**src/rtl/exec_stage_unit_pkg.sv**
```systemverilog
// Shared constants for the multi-cycle execution stage: stage encodings, ALU opcodes, widths.
package exec_stage_unit_pkg;

    localparam int WIDTH      = 32;
    localparam int STAGE_W    = 3;
    localparam int OP_W       = 3;
    localparam int NUM_STAGES = 5;

    localparam logic [STAGE_W-1:0] STAGE_INSTR_FETCH = 3'd0;
    localparam logic [STAGE_W-1:0] STAGE_DECODE      = 3'd1;
    localparam logic [STAGE_W-1:0] STAGE_EXECUTE     = 3'd2;
    localparam logic [STAGE_W-1:0] STAGE_MEM_WB      = 3'd3;
    localparam logic [STAGE_W-1:0] STAGE_PC_UPDATE   = 3'd4;

    localparam logic [OP_W-1:0] OP_ADD = 3'd0;
    localparam logic [OP_W-1:0] OP_SUB = 3'd1;
    localparam logic [OP_W-1:0] OP_AND = 3'd2;
    localparam logic [OP_W-1:0] OP_OR  = 3'd3;
    localparam logic [OP_W-1:0] OP_XOR = 3'd4;
    localparam logic [OP_W-1:0] OP_SHL = 3'd5;
    localparam logic [OP_W-1:0] OP_SHR = 3'd6;
    localparam logic [OP_W-1:0] OP_SLT = 3'd7;

endpackage

```
**src/rtl/exec_stage_unit_stage_counter.sv**
```systemverilog
// Free-running wrapping stage counter with synchronous active-high reset.
// Any out-of-range value returns to 0 on the next edge.
module stage_counter #(
    parameter int N = 5,
    parameter int W = 3
) (
    input  logic         clk,
    input  logic         rst,
    output logic [W-1:0] stage
);

    logic [W-1:0] stage_r;
    logic [W-1:0] stage_next_s;

    // Next-stage decode: wrap at N-1, recover from illegal encodings.
    always_comb begin
        stage_next_s = {W{1'b0}};
        if (stage_r >= W'(N - 1)) begin
            stage_next_s = {W{1'b0}};
        end else begin
            stage_next_s = stage_r + {{(W-1){1'b0}}, 1'b1};
        end
    end

    // Stage register.
    always_ff @(posedge clk) begin
        if (rst) begin
            stage_r <= {W{1'b0}};
        end else begin
            stage_r <= stage_next_s;
        end
    end

    assign stage = stage_r;

endmodule

```
**src/rtl/exec_stage_unit.sv**
```systemverilog
// Multi-cycle CPU sequencing core: stage counter, ALU operand mux and a 32-bit combinational ALU.
module exec_stage_unit
    import exec_stage_unit_pkg::*;
(
    input  logic               clk,
    input  logic               rst,
    input  logic [WIDTH-1:0]   PC_output,
    input  logic [OP_W-1:0]    alu_operation,
    input  logic [WIDTH-1:0]   reg_value_0,
    input  logic [WIDTH-1:0]   reg_value_1,
    output logic [STAGE_W-1:0] current_stage,
    output logic               is_stage_instr_fetch,
    output logic               is_stage_PC_update,
    output logic [WIDTH-1:0]   alu_in0,
    output logic [WIDTH-1:0]   alu_in1,
    output logic [OP_W-1:0]    alu_op_select,
    output logic [WIDTH-1:0]   alu_result
);

    logic [STAGE_W-1:0] stage_s;
    logic [WIDTH-1:0]   alu_result_s;
    logic [4:0]         shamt_s;

    stage_counter #(
        .N (NUM_STAGES),
        .W (STAGE_W)
    ) u_stage_counter (
        .clk   (clk),
        .rst   (rst),
        .stage (stage_s)
    );

    assign current_stage        = stage_s;
    assign is_stage_instr_fetch = (stage_s == STAGE_INSTR_FETCH);
    assign is_stage_PC_update   = (stage_s == STAGE_PC_UPDATE);

    // Operand mux: PC update reuses the ALU as the PC incrementer (word-addressed memory).
    always_comb begin
        alu_in0       = reg_value_0;
        alu_in1       = reg_value_1;
        alu_op_select = alu_operation;
        if (stage_s == STAGE_PC_UPDATE) begin
            alu_in0       = PC_output;
            alu_in1       = {{(WIDTH-1){1'b0}}, 1'b1};
            alu_op_select = OP_ADD;
        end else begin
            alu_in0       = reg_value_0;
            alu_in1       = reg_value_1;
            alu_op_select = alu_operation;
        end
    end

    assign shamt_s = alu_in1[4:0];

    // ALU: modulo-2^WIDTH arithmetic, logical shifts, signed set-less-than.
    always_comb begin
        alu_result_s = {WIDTH{1'b0}};
        case (alu_op_select)
            OP_ADD:  alu_result_s = alu_in0 + alu_in1;
            OP_SUB:  alu_result_s = alu_in0 - alu_in1;
            OP_AND:  alu_result_s = alu_in0 & alu_in1;
            OP_OR:   alu_result_s = alu_in0 | alu_in1;
            OP_XOR:  alu_result_s = alu_in0 ^ alu_in1;
            OP_SHL:  alu_result_s = alu_in0 << shamt_s;
            OP_SHR:  alu_result_s = alu_in0 >> shamt_s;
            OP_SLT:  alu_result_s = {{(WIDTH-1){1'b0}}, ($signed(alu_in0) < $signed(alu_in1))};
            default: alu_result_s = {WIDTH{1'b0}};
        endcase
    end

    assign alu_result = alu_result_s;

endmodule

```
**config.mk**
```make
export PLATFORM = sky130hd
export DESIGN_NAME = exec_stage_unit
export DESIGN_NICKNAME = d
export VERILOG_FILES = /design/src/rtl/exec_stage_unit_pkg.sv /design/src/rtl/exec_stage_unit_stage_counter.sv /design/src/rtl/exec_stage_unit.sv
export SDC_FILE = /design/constraint.sdc
export NUM_CORES = 1
export LEC_CHECK = 0
export ABC_CLOCK_PERIOD_IN_PS = 6300
export BUFFER_PORTS_ARGS = -buffer_cell sky130_fd_sc_hd__buf_2
export CAP_MARGIN = 20
export CORE_ASPECT_RATIO = 0.75
export CORE_MARGIN = 3
export CORE_UTILIZATION = 40
export DETAILED_ROUTE_END_ITERATION = 16
export PLACE_DENSITY = 0.65
export SETUP_SLACK_MARGIN = 0.5
export SLEW_MARGIN = 20
export SYNTH_ARGS = -nofsm -noshare
export SYNTH_HDL_FRONTEND = slang
export SYNTH_SLANG_ARGS = --single-unit
```
**constraint.sdc**
```tcl
create_clock -name clk -period 6.3 [get_ports clk]
set_input_delay 0.63 -clock clk [delete_from_list [all_inputs] [get_ports clk]]
set_output_delay 0.63 -clock clk [all_outputs]
set_load 0.02 [all_outputs]
```
# Word level (Yosys, flattened, before mapping)
# Cells that the tools add are included.
[word_totals]
register_bits = 3
in_bits = 101
output_inout_bits = 104
elab_cells = 26
[classes]
addsub = 3
order_cmp = 2
eq_ne = 8
n_shift = 2
mux = 4
bitwise = 3
reduce_logical = 3
[op_table]
columns = ["cell", "n"]
rows = [
  ["32-bit one-hot mux with 8 select lines", 1],
  ["32-bit two-way mux", 2],
  ["32-bit adder", 1],
  ["32-bit AND", 1],
  ["32-bit less-than comparator", 1],
  ["32-bit OR", 1],
  ["32-bit by 5-bit left shift with 32-bit output", 1],
  ["32-bit by 5-bit >> shifter with 32-bit output", 1],
  ["32-bit subtractor", 1],
  ["32-bit bitwise XOR", 1],
  ["3-bit equality test (second input constant)", 5],
  ["3-bit by 2-bit equality test with 1-bit output (second input constant)", 2],
  ["3-bit zero test", 2],
  ["3-bit by 1-bit adder with 3-bit output (second input constant)", 1],
  ["3-bit by 1-bit equality test with 1-bit output (second input constant)", 1],
  ["3-bit >= comparator (second input constant)", 1],
  ["3-bit two-way mux", 1],
  ["2-bit OR reduction", 1],
]

# Longest topological paths before layout
# Gate-level depths: netlist of the first run.
[logic_depth]
word_depth = 4
ltp_mapped = 22
depth_no_buf = 17

# Hierarchy
# From an unflattened synthesis of the first run, not the netlist that was laid out.
[hier_totals]
hier_cells = 1475
hier_area_um2 = 9317.7
[modules_own_cells]
columns = ["mod", "n_inst", "cells_each", "area_per_inst_um2", "seq_area_each_um2"]
rows = [
  ["exec_stage_unit", 1, 1468, 9225.1, 0.0],
  ["stage_counter", 1, 7, 92.6, 60.1],
]

# Worst setup path after synthesis of the first run
# No wires, ideal clock.
[synth_path]
path_type = "reg-to-output"
startpoint = "register u_stage_counter.stage_r[0] (netlist: u_stage_counter.stage[0])"
endpoint = "output alu_result[27]"
t_arrival_ps = 5677
required_ps = 5670
slack_ps = -7
stages_incl_launch_ff = 21
path_buffers = 7
cell_sequence = "dfxtp_1 inv_1 ha_1 clkbuf_1 nand2_1 clkbuf_1 buf_1 buf_1 buf_1 buf_1 nand2_1 ha_1 buf_6 or4_4 or4_4 or3_1 a311oi_2 o41ai_2 o31a_1 o221a_1 o221ai_1"
[synth_via]
elab_chain_len = 4
word_cells_on_any_way = 20
cone_classes = "add/sub (2); eq/ne (8); shift (2); mux (4); bitwise (3); reduce/logical (1)"
[synth_lines]
columns = ["element", "line_no", "text"]
rows = [
  ["start: declaration", "exec_stage_unit_stage_counter.sv:12", "logic [W-1:0] stage_r;"],
  ["start signal: assignment", "exec_stage_unit_stage_counter.sv:28", "stage_r <= {W{1'b0}};"],
  ["start signal: assignment", "exec_stage_unit_stage_counter.sv:30", "stage_r <= stage_next_s;"],
  ["3-bit equality test (*)", "exec_stage_unit.sv:42", "if (stage_s == STAGE_PC_UPDATE) begin"],
  ["32-bit two-way mux / 3-bit two-way mux (equally long branches)", "exec_stage_unit.sv:42", ""],
  ["32-bit subtractor (tied with other cells)", "exec_stage_unit.sv:60", "OP_SUB: alu_result_s = alu_in0 - alu_in1;"],
  ["32-bit one-hot mux with 8 select lines (*)", "exec_stage_unit.sv:58", "case (alu_op_select)"],
  ["end: declaration", "exec_stage_unit.sv:17", "output logic [WIDTH-1:0] alu_result"],
]
# Every way passes the cells marked *; elsewhere a longest branch is shown, timed or not.

# Worst setup path after layout of the first run
# Same ends and word-level chain as after synthesis.

==> flow_summary.json, run 1 <==
{
  "status": "finished clean",
  "ys_seq_area_share_pct": 0.654,
  "ys_ff_latch": 3,
  "routabilityCongestion": 1.07,
  "max_freq_ghz": 0.175,
  "min_period_over_period_pct": 90.9,
  "async_flop_share_pct": 0,
  "cp.arrival_ps": 5100,
  "crit_type": "flop to output port",
  "clockRootBuffer": "clkbuf_16",
  "antenna_left": 0,
  "r2r_slack_ps": 5320,
  "synth_ff_type": "dfxtp_1",
  "num_io_pins": 205,
  "dieArea_mm2": 0.0248,
  "yosys_warnings": 0,
  "hold_depth": 1,
  "maxCapViolCount": 0,
  "hp-class": "flop to flop",
  "worst_setup_path_end_kind": "output port",
  "htree_levels": 1,
  "leakage_nw": 5.21,
  "routedWlPerCell_um": 25.7,
  "numPortBuffers": 204,
  "cts_buffer_depth": 2,
  "hold_viol": 0,
  "wl_mm": 49.1,
  "maxSlewHeadroom_pct": 35.4,
  "ys_types": 75,
  "coreArea_mm2": 0.0223,
  "rows": 47,
  "setup_slack_ps": 572,
  "postSynthAreaPerCell_um2": 6.17,
  "netlist_instances": 1488,
  "grt_pass1_wl_mm": 71.9,
  "synth_nets": 1690,
  "hold_path.startpoint": "u_stage_counter.stage[0]",
  "firstDrtPassIters": 6,
  "fin_skew_ps": 1.17,
  "hold-path-endpoint": "u_stage_counter.stage[0]",
  "setup-tns-final_ps": 0,
  "die_width_um": 181,
  "r2r_end": "u_stage_counter.stage[0]",
  "viasPerCell": 6.72,
  "drt_iter0_drc": 2258,
  "syn_to_final_growth_pct": 15.7,
  "grt_setup_unrepaired": "true",
  "vias": 12900,
  "critPathLaunchType": "flop",
  "clk_latency_ps": 220,
  "cp.required_ps": 5670,
  "first_global_vias": 11400,
  "min_period_ps": 5730,
  "nets": 1820,
  "slew_viol_final": 0,
  "dp.cells": 1906,
  "grt_max_degree": 67,
  "drc": 0,
  "dpl_worst_slack_ps": 382,
  "r2r_start": "u_stage_counter.stage[2]",
  "post-route-util_pct": 47.7,
  "cts_tree": "yes",
  "cts_setup_buffers": 0,
  "initial_core_util_pct": 41.2,
  "dp_hpwl_mm": 38.7,
  "mostFrequentLayoutCell": "nand2_1",
  "antenna_found_initial": 3,
  "cp_max_fo": 24,
  "drive_above_1_share_pct": 18.4,
  "total_power_mw": 1.38,
  "most-common-layout-cells": "nand2_1 (257), buf_2 (204), a21oi_1 (132)",
  "cts.clk_slew.worst_paths_ps": 30,
  "instances_no_fill": 1913,
  "yosysTopAreaCellShare_pct": 13.5,
  "ys_top_cells_by_area": "ha_1 (13%), nand2_1 (11%), a21oi_1 (7.2%)",
  "reg2reg_depth": 2,
  "grt_usage_pct": 36.8,
  "netlist_area_mm2": 0.00918,
  "synth_top_cell_by_area": "ha_1",
  "clock_sinks": 3,
  "p_per_area_mw_per_mm2": 130,
  "worstMarginPinSlew_ps": 961,
  "cts_buffers": 3,
  "peakVddDrop_mv": 0.0818,
  "die_y_um": 137,
  "largest_reg_flops": 3,
  "globalRouteOverflowTotal": 0,
  "synth_edf_count": 0,
  "finalSetupViolCount": 0
}
## power by group
group          internal (mW)  leakage [nW]  switching, mW
Sequential            0.0208        0.0248        0.00153
Clock                 0.0835        0.0382         0.0169
Combinational          0.412          5.15          0.847
Total                  0.516          5.21          0.866
## routing by layer
metal	track usage [%]	vias up	wire length [µm]
met5	0	-	29
met4	10.6	4	1890
met3	7.28	129	6540
met2	54.0	1026	19600
met1	54.1	5928	21000
li1	-	5770	-
## Yosys cell counts, drive strengths merged (5+ instances only)
cell type    n
clkbuf      79
o221ai      35
inv        100
a21oi      133
a31o         6
nand3       26
o22ai       29
and3        19
nand2      259
mux2        12
o311ai       5
o21ai       85
a311oi       6
nor4         6
a211oi      22
mux2i       44
nand4        5
o22a        11
nor2b       23
a22oi       15
a221oi      16
a21o        30
o211ai      35
and3b        5
o21bai      12
and2         5
a31oi       26
buf         39
o21a         8
nor2       112
a211o        9
a221o       18
or3          9
ha          99
o221a        5
a2111oi      7
nand2b      20
o31ai        7
o211a        7
a22o         7
nor3        29
## worst max path at each step
stage | end | slack, ps | cells past startpoint | from
final | alu_result[27] | 570 | 15 | u_stage_counter.stage[0]
after floorplan | alu_result[27] | 550 | 20 | u_stage_counter.stage[0]
after detailed placement | alu_result[27] | 380 | 17 | u_stage_counter.stage[0]
after global routing | alu_result[27] | 480 | 15 | u_stage_counter.stage[0]
after CTS | alu_result[27] | 470 | 17 | u_stage_counter.stage[0]
after global placement | alu_result[27] | 500 | 17 | u_stage_counter.stage[0]
## logic make-up after synthesis
kind of cell    synth area share [%]
mux                             7.25
fa+ha+maj                       13.9
flops                          0.654
simple gates                    25.8
buf+inv                         9.24
xor+xnor                       0.286
compound gates                  42.9
## area by class of cell
| cell class | count | area, µm² |
|---|---|---|
| clock buffers | 4 | 78.8 |
| inverters | 103 | 392 |
| repair buffers | 243 | 1360 |
| diodes | 2 | 5.00 |
| multi-input cells | 1264 | 8370 |
| well taps | 294 | 368 |
| flip-flops and latches | 3 | 60.1 |
| fillers | 2401 | 11700 |
## what timing repair did
action | CTS | global route
cloned | 0 | 1
hold buffers | 0 | 0
resized for setup | 3 | 14
setup endpoints to repair | 13 | 13
## through the flow
step / cell area (µm²) / hold WS (ps)
finish: 10600 / 464
global route: 10600 / 487
CTS: 10500 / 465
detailed placement: 10400 / 460
global placement: 10400 / 457
floorplan: 9200 / 577
## critical path, cell delays in order (launching register included)
cell and delay, ps:
dfxtp_1 350, inv_1 60, ha_1 270, buf_4 250
and3_1 210, a21o_1 240, ha_1 460, or4_4 560
or4_4 500, or3_1 370, a311oi_4 380, o41ai_2 220
o31a_1 310, a221oi_1 320, o221ai_2 170, buf_2 190
(Power assumes the default switching activity.)
==> run 2, diff against run 1 <==
--- a/config.mk
+++ b/config.mk
@@ -8,9 +8,9 @@
 export ABC_CLOCK_PERIOD_IN_PS = 6300
 export BUFFER_PORTS_ARGS = -buffer_cell sky130_fd_sc_hd__buf_2
 export CAP_MARGIN = 20
-export CORE_ASPECT_RATIO = 0.75
 export CORE_MARGIN = 3
 export CORE_UTILIZATION = 40
+export CTS_CLUSTER_DIAMETER = 40
 export DETAILED_ROUTE_END_ITERATION = 16
 export PLACE_DENSITY = 0.65
 export SETUP_SLACK_MARGIN = 0.5
==> flow_summary.json, run 2 (synthesized netlist as in run 1, its figures left out) <==
{
  "syn_to_final_growth_pct": 15.2,
  "cp_max_fo": 28,
  "grt_pass1_wl_mm": 73.7,
  "fin_skew_ps": 4.05,
  "most-common-layout-cells": "nand2_1 (256), buf_2 (204), a21oi_1 (132)",
  "dieArea_mm2": 0.0248,
  "critical_path.max_stage_delay_ps": 560,
  "globalRouteOverflowTotal": 0,
  "finalSetupViolCount": 0,
  "hold_path.startpoint": "u_stage_counter.stage[0]",
  "grt_max_degree": 72,
  "routabilityCongestion": 1.04,
  "rows": 54,
  "max_freq_ghz": 0.178,
  "drc": 0,
  "worstMarginPinSlew_ps": 989,
  "p_per_area_mw_per_mm2": 131,
  "placed_area_mm2": 0.0104,
  "drt_iter0_drc": 1587,
  "initial_core_util_pct": 41.4,
  "cp.required_ps": 5670,
  "clockRootBuffer": "clkbuf_16",
  "r2r_slack_ps": 5170,
  "routedWlPerCell_um": 26.6,
  "cp.arrival_ps": 4990,
  "coreArea_mm2": 0.0222,
  "r2r_start": "u_stage_counter.stage[2]",
  "maxSlewHeadroom_pct": 34.1,
  "worst_setup_path_end_kind": "output port",
  "diodes": 0,
  "antenna_left": 0,
  "crit_slowest_cell": "or4_4",
  "final_area_mm2": 0.0106,
  "nets": 1815,
  "drive_above_1_share_pct": 18.4,
  "antenna_found_initial": 1,
  "slew_viol_final": 0,
  "critPathLaunchType": "flop",
  "mostFrequentLayoutCell": "nand2_1",
  "grt_usage_pct": 38.6,
  "vias": 12600,
  "numPortBuffers": 204,
  "cp_num_buf_inv": 3,
  "setup-tns-final_ps": 0,
  "status": "finished clean",
  "crit_type": "flop to output port",
  "die_width_um": 158,
  "clock_sinks": 3,
  "cts_buffers": 3,
  "maxCapViolCount": 0,
  "htree_levels": 1,
  "cts_hold_buffers": 0,
  "num_io_pins": 205,
  "firstDrtPassIters": 6,
  "dp_hpwl_mm": 39.8,
  "hold_depth": 1,
  "worstPathCellList": "buf_4 -> and3_1 -> a21o_1 -> ha_1 -> or4_4 -> or4_4 -> or3_1 -> a311oi_4 -> buf_4 -> o41ai_4 -> o31a_1 -> o221a_1 -> o221ai_2 -> buf_2",
  "wl_mm": 50.3,
  "grt_setup_unrepaired": "false",
  "hp-class": "flop to flop",
  "fillers": 2407,
  "die_y_um": 158,
  "clk_latency_ps": 230,
  "multi_input_area_mm2": 0.00842,
  "cts_tree": "yes",
  "cts.clk_slew.worst_paths_ps": 30,
  "r2r_end": "u_stage_counter.stage[0]",
  "regArea_um2": 60.1,
  "peakVddDrop_mv": 0.0803,
  "hold-path-endpoint": "u_stage_counter.stage[0]",
  "crit_family": "simple AND/OR/NAND/NOR gates",
  "min_period_over_period_pct": 89.2,
  "leakage_nw": 5.17,
  "min_period_ps": 5620,
  "viasPerCell": 6.66,
  "first_global_vias": 11700,
  "reg2reg_depth": 2,
  "total_power_mw": 1.39,
  "critical_path_depth": 14,
  "hold_viol": 0,
  "largest_reg_flops": 3,
  "cts_buffer_depth": 2
}
[run 2: cell count changes in the layout (fill, tap and decap cells not counted), sizes merged]
cell,change
buf,-5
diode,-2
clkbuf,-1
clkinv,+1
inv,-1
nand2,+1
[run 2: metal layers]
| layer | track usage [%] | wire length (µm) |
|---|---|---|
| met1 | 51.7 | 20400 |
| met2 | 60.5 | 21900 |
| met3 | 4.04 | 4590 |
| met4 | 21.4 | 3390 |
| met5 | 0 | 13 |
[run 2: per-stage QoR]
step | setup WS (ps) | hold slack, ps | std cells | util (%)
after global placement | 680 | 455 | 1886 | 46.9
after CTS | 532 | 484 | 1890 | 47.4
after detailed placement | 569 | 478 | 1886 | 46.9
after floorplan | 546 | 577 | 1488 | -
final | 679 | 489 | 1892 | 47.7
after global routing | 501 | 518 | 1892 | 47.7
[run 2: area by class of cell]
cell class              instances  share of cell area [%]
clock buffers                   4                   0.745
inverters                     103                    3.65
repair buffers                237                    12.1
flip-flops and latches          3                   0.568
well taps                     280                    3.31
multi-input cells            1265                    79.6
[run 2: worst max-delay path by stage]
stage,startpoint,endpoint
after floorplan,u_stage_counter.stage[0],alu_result[27]
after global routing,u_stage_counter.stage[0],alu_result[30]
after CTS,u_stage_counter.stage[0],alu_result[27]
after global placement,u_stage_counter.stage[0],alu_result[30]
final,u_stage_counter.stage[2],alu_result[27]
after detailed placement,u_stage_counter.stage[0],alu_result[30]
[run 2: report_power, final]
part           internal [mW]  switching, mW
sequential            0.0208        0.00181
clock                 0.0837         0.0190
combinational          0.413          0.848
[run 2: what timing repair did]
| action | in CTS | in global routing |
|---|---|---|
| setup buffers | 0 | 1 |
| pin swaps | 0 | 2 |
| gates resized for setup | 6 | 12 |
| cloned | 0 | 1 |
| endpoints found under the setup margin | 8 | 12 |
==> run 3, diff against run 2 <==
--- a/config.mk
+++ b/config.mk
@@ -13,6 +13,7 @@
 export CTS_CLUSTER_DIAMETER = 40
 export DETAILED_ROUTE_END_ITERATION = 16
 export PLACE_DENSITY = 0.65
+export REMOVE_ABC_BUFFERS = 1
 export SETUP_SLACK_MARGIN = 0.5
 export SLEW_MARGIN = 20
 export SYNTH_ARGS = -nofsm -noshare
==> flow_summary.json, run 3 (synthesized netlist as in run 1, its figures left out) <==
{
  "placed_area_mm2": 0.0104,
  "instances_no_fill": 1893,
  "worstPathCellList": "inv_1 -> ha_4 -> nand2_8 -> clkinv_1 -> buf_12 -> nand2_1 -> nand2_1 -> ha_2 -> or4_4 -> or4_4 -> or3_1 -> a311oi_4 -> o41ai_4 -> o31a_1 -> o221a_1 -> o221ai_1 -> buf_2",
  "dieArea_mm2": 0.0248,
  "multi_input_area_mm2": 0.00843,
  "fin_hold_ws_ps": 476,
  "cts.clk_slew.worst_paths_ps": 30,
  "final_area_mm2": 0.0106,
  "fillers": 2405,
  "viasPerCell": 6.71,
  "grt_usage_pct": 37.8,
  "rows": 54,
  "cts_tree": "yes",
  "cp_num_buf_inv": 4,
  "hold_viol": 0,
  "mostFrequentLayoutCell": "nand2_1",
  "worst_setup_path_end_kind": "output port",
  "setup_slack_ps": 609,
  "routedWlPerCell_um": 26.1,
  "drive_above_1_share_pct": 18.7,
  "leakage_nw": 5.18,
  "maxCapViolCount": 0,
  "grt_pass1_wl_mm": 72.6,
  "die_y_um": 158,
  "wl_mm": 49.5,
  "clock_sinks": 3,
  "max_freq_ghz": 0.176,
  "grt_setup_unrepaired": "false",
  "min_period_over_period_pct": 90.3,
  "finalSetupViolCount": 0,
  "nets": 1816,
  "critical_path.max_stage_delay_ps": 500,
  "p_per_area_mw_per_mm2": 131,
  "setup-tns-final_ps": 0,
  "routabilityCongestion": 1.04,
  "total_power_mw": 1.39,
  "cts_setup_buffers": 0,
  "dpl_worst_slack_ps": 390,
  "worstMarginPinSlew_ps": 1120,
  "syn_to_final_growth_pct": 15.6,
  "die_width_um": 158,
  "first_global_vias": 11600,
  "cts_buffer_depth": 2,
  "critPathLaunchType": "flop",
  "clockRootBuffer": "clkbuf_16",
  "vias": 12700,
  "crit_slowest_cell": "or4_4",
  "maxSlewHeadroom_pct": 24.7,
  "min_period_ps": 5690,
  "dp.cells": 1889,
  "drc": 0,
  "peakVddDrop_mv": 0.126,
  "cts_hold_buffers": 0,
  "coreArea_mm2": 0.0222,
  "cp.required_ps": 5670,
  "most-common-layout-cells": "nand2_1 (254), buf_2 (204), a21oi_1 (132)",
  "largest_reg_flops": 3,
  "fin_skew_ps": 1.29,
  "antenna_found_initial": 0,
  "cp.arrival_ps": 5060,
  "initial_core_util_pct": 41.4,
  "crit_type": "flop to output port",
  "numPortBuffers": 204,
  "regArea_um2": 61.3,
  "status": "finished clean",
  "globalRouteOverflowTotal": 0,
  "grt_max_degree": 71,
  "cts_buffers": 3,
  "post-route-util_pct": 47.9,
  "num_io_pins": 205,
  "diodes": 0,
  "antenna_left": 0,
  "crit_family": "simple AND/OR/NAND/NOR gates",
  "hp-class": "flop to flop",
  "cp_max_fo": 30,
  "dp_hpwl_mm": 39.4,
  "slew_viol_final": 0,
  "clk_latency_ps": 220,
  "drt_iter0_drc": 1675,
  "htree_levels": 1,
  "firstDrtPassIters": 7
}
-- run 3: changes by cell type in the layout (fill, tap and decap cells not counted), sizes merged --
| cell | change |
|---|---|
| buf | +2 |
| nand2 | -1 |
-- run 3: timing repair --
action	in CTS	in global routing
hold endpoints to repair	0	0
setup endpoints to repair	12	12
pin swaps	0	2
gates resized for setup	12	21
-- run 3: area by class of cell --
type | count | share of cell area [%]
Multi-Input combinational cell | 1264 | 79.4
Timing Repair Buffer | 239 | 12.3
Inverter | 103 | 3.64
Tap cell | 280 | 3.30
Clock buffer | 4 | 0.742
Sequential cell | 3 | 0.577
-- run 3: final timing paths --
kind / start / end / slack, ps / depth (start not counted)
worst min-delay path: u_stage_counter.stage[0] / u_stage_counter.stage[0] / 480 / 1
worst max register to register: u_stage_counter.stage[0] / u_stage_counter.stage[1] / 5360 / 3
worst min register to register: u_stage_counter.stage[0] / u_stage_counter.stage[0] / 480 / 1
worst max-delay path: u_stage_counter.stage[0] / alu_result[27] / 610 / 17
-- run 3: metal layers --
| metal | wire length [µm] | track usage, % | up-vias | share of wire, % |
|---|---|---|---|---|
| met3 | 5060 | 5.77 | 109 | 10 |
| met4 | 1640 | 10.1 | 0 | 3.3 |
| met5 | 0 | 0 | - | 0 |
| met1 | 21300 | 54.3 | 6069 | 43 |
| met2 | 21500 | 58.5 | 769 | 43 |
| li1 | - | - | 5751 | - |
-- run 3: worst register-to-register path, stage by stage (launching register included) --
cell and delay, ps:
dfxtp_1 360, inv_1 90, ha_4 250, nor3b_1 150
-- run 3: report_power, final --
| part | internal (mW) | switching (mW) |
|---|---|---|
| registers | 0.0208 | 0.00229 |
| logic | 0.418 | 0.847 |
| clock network | 0.0834 | 0.0165 |
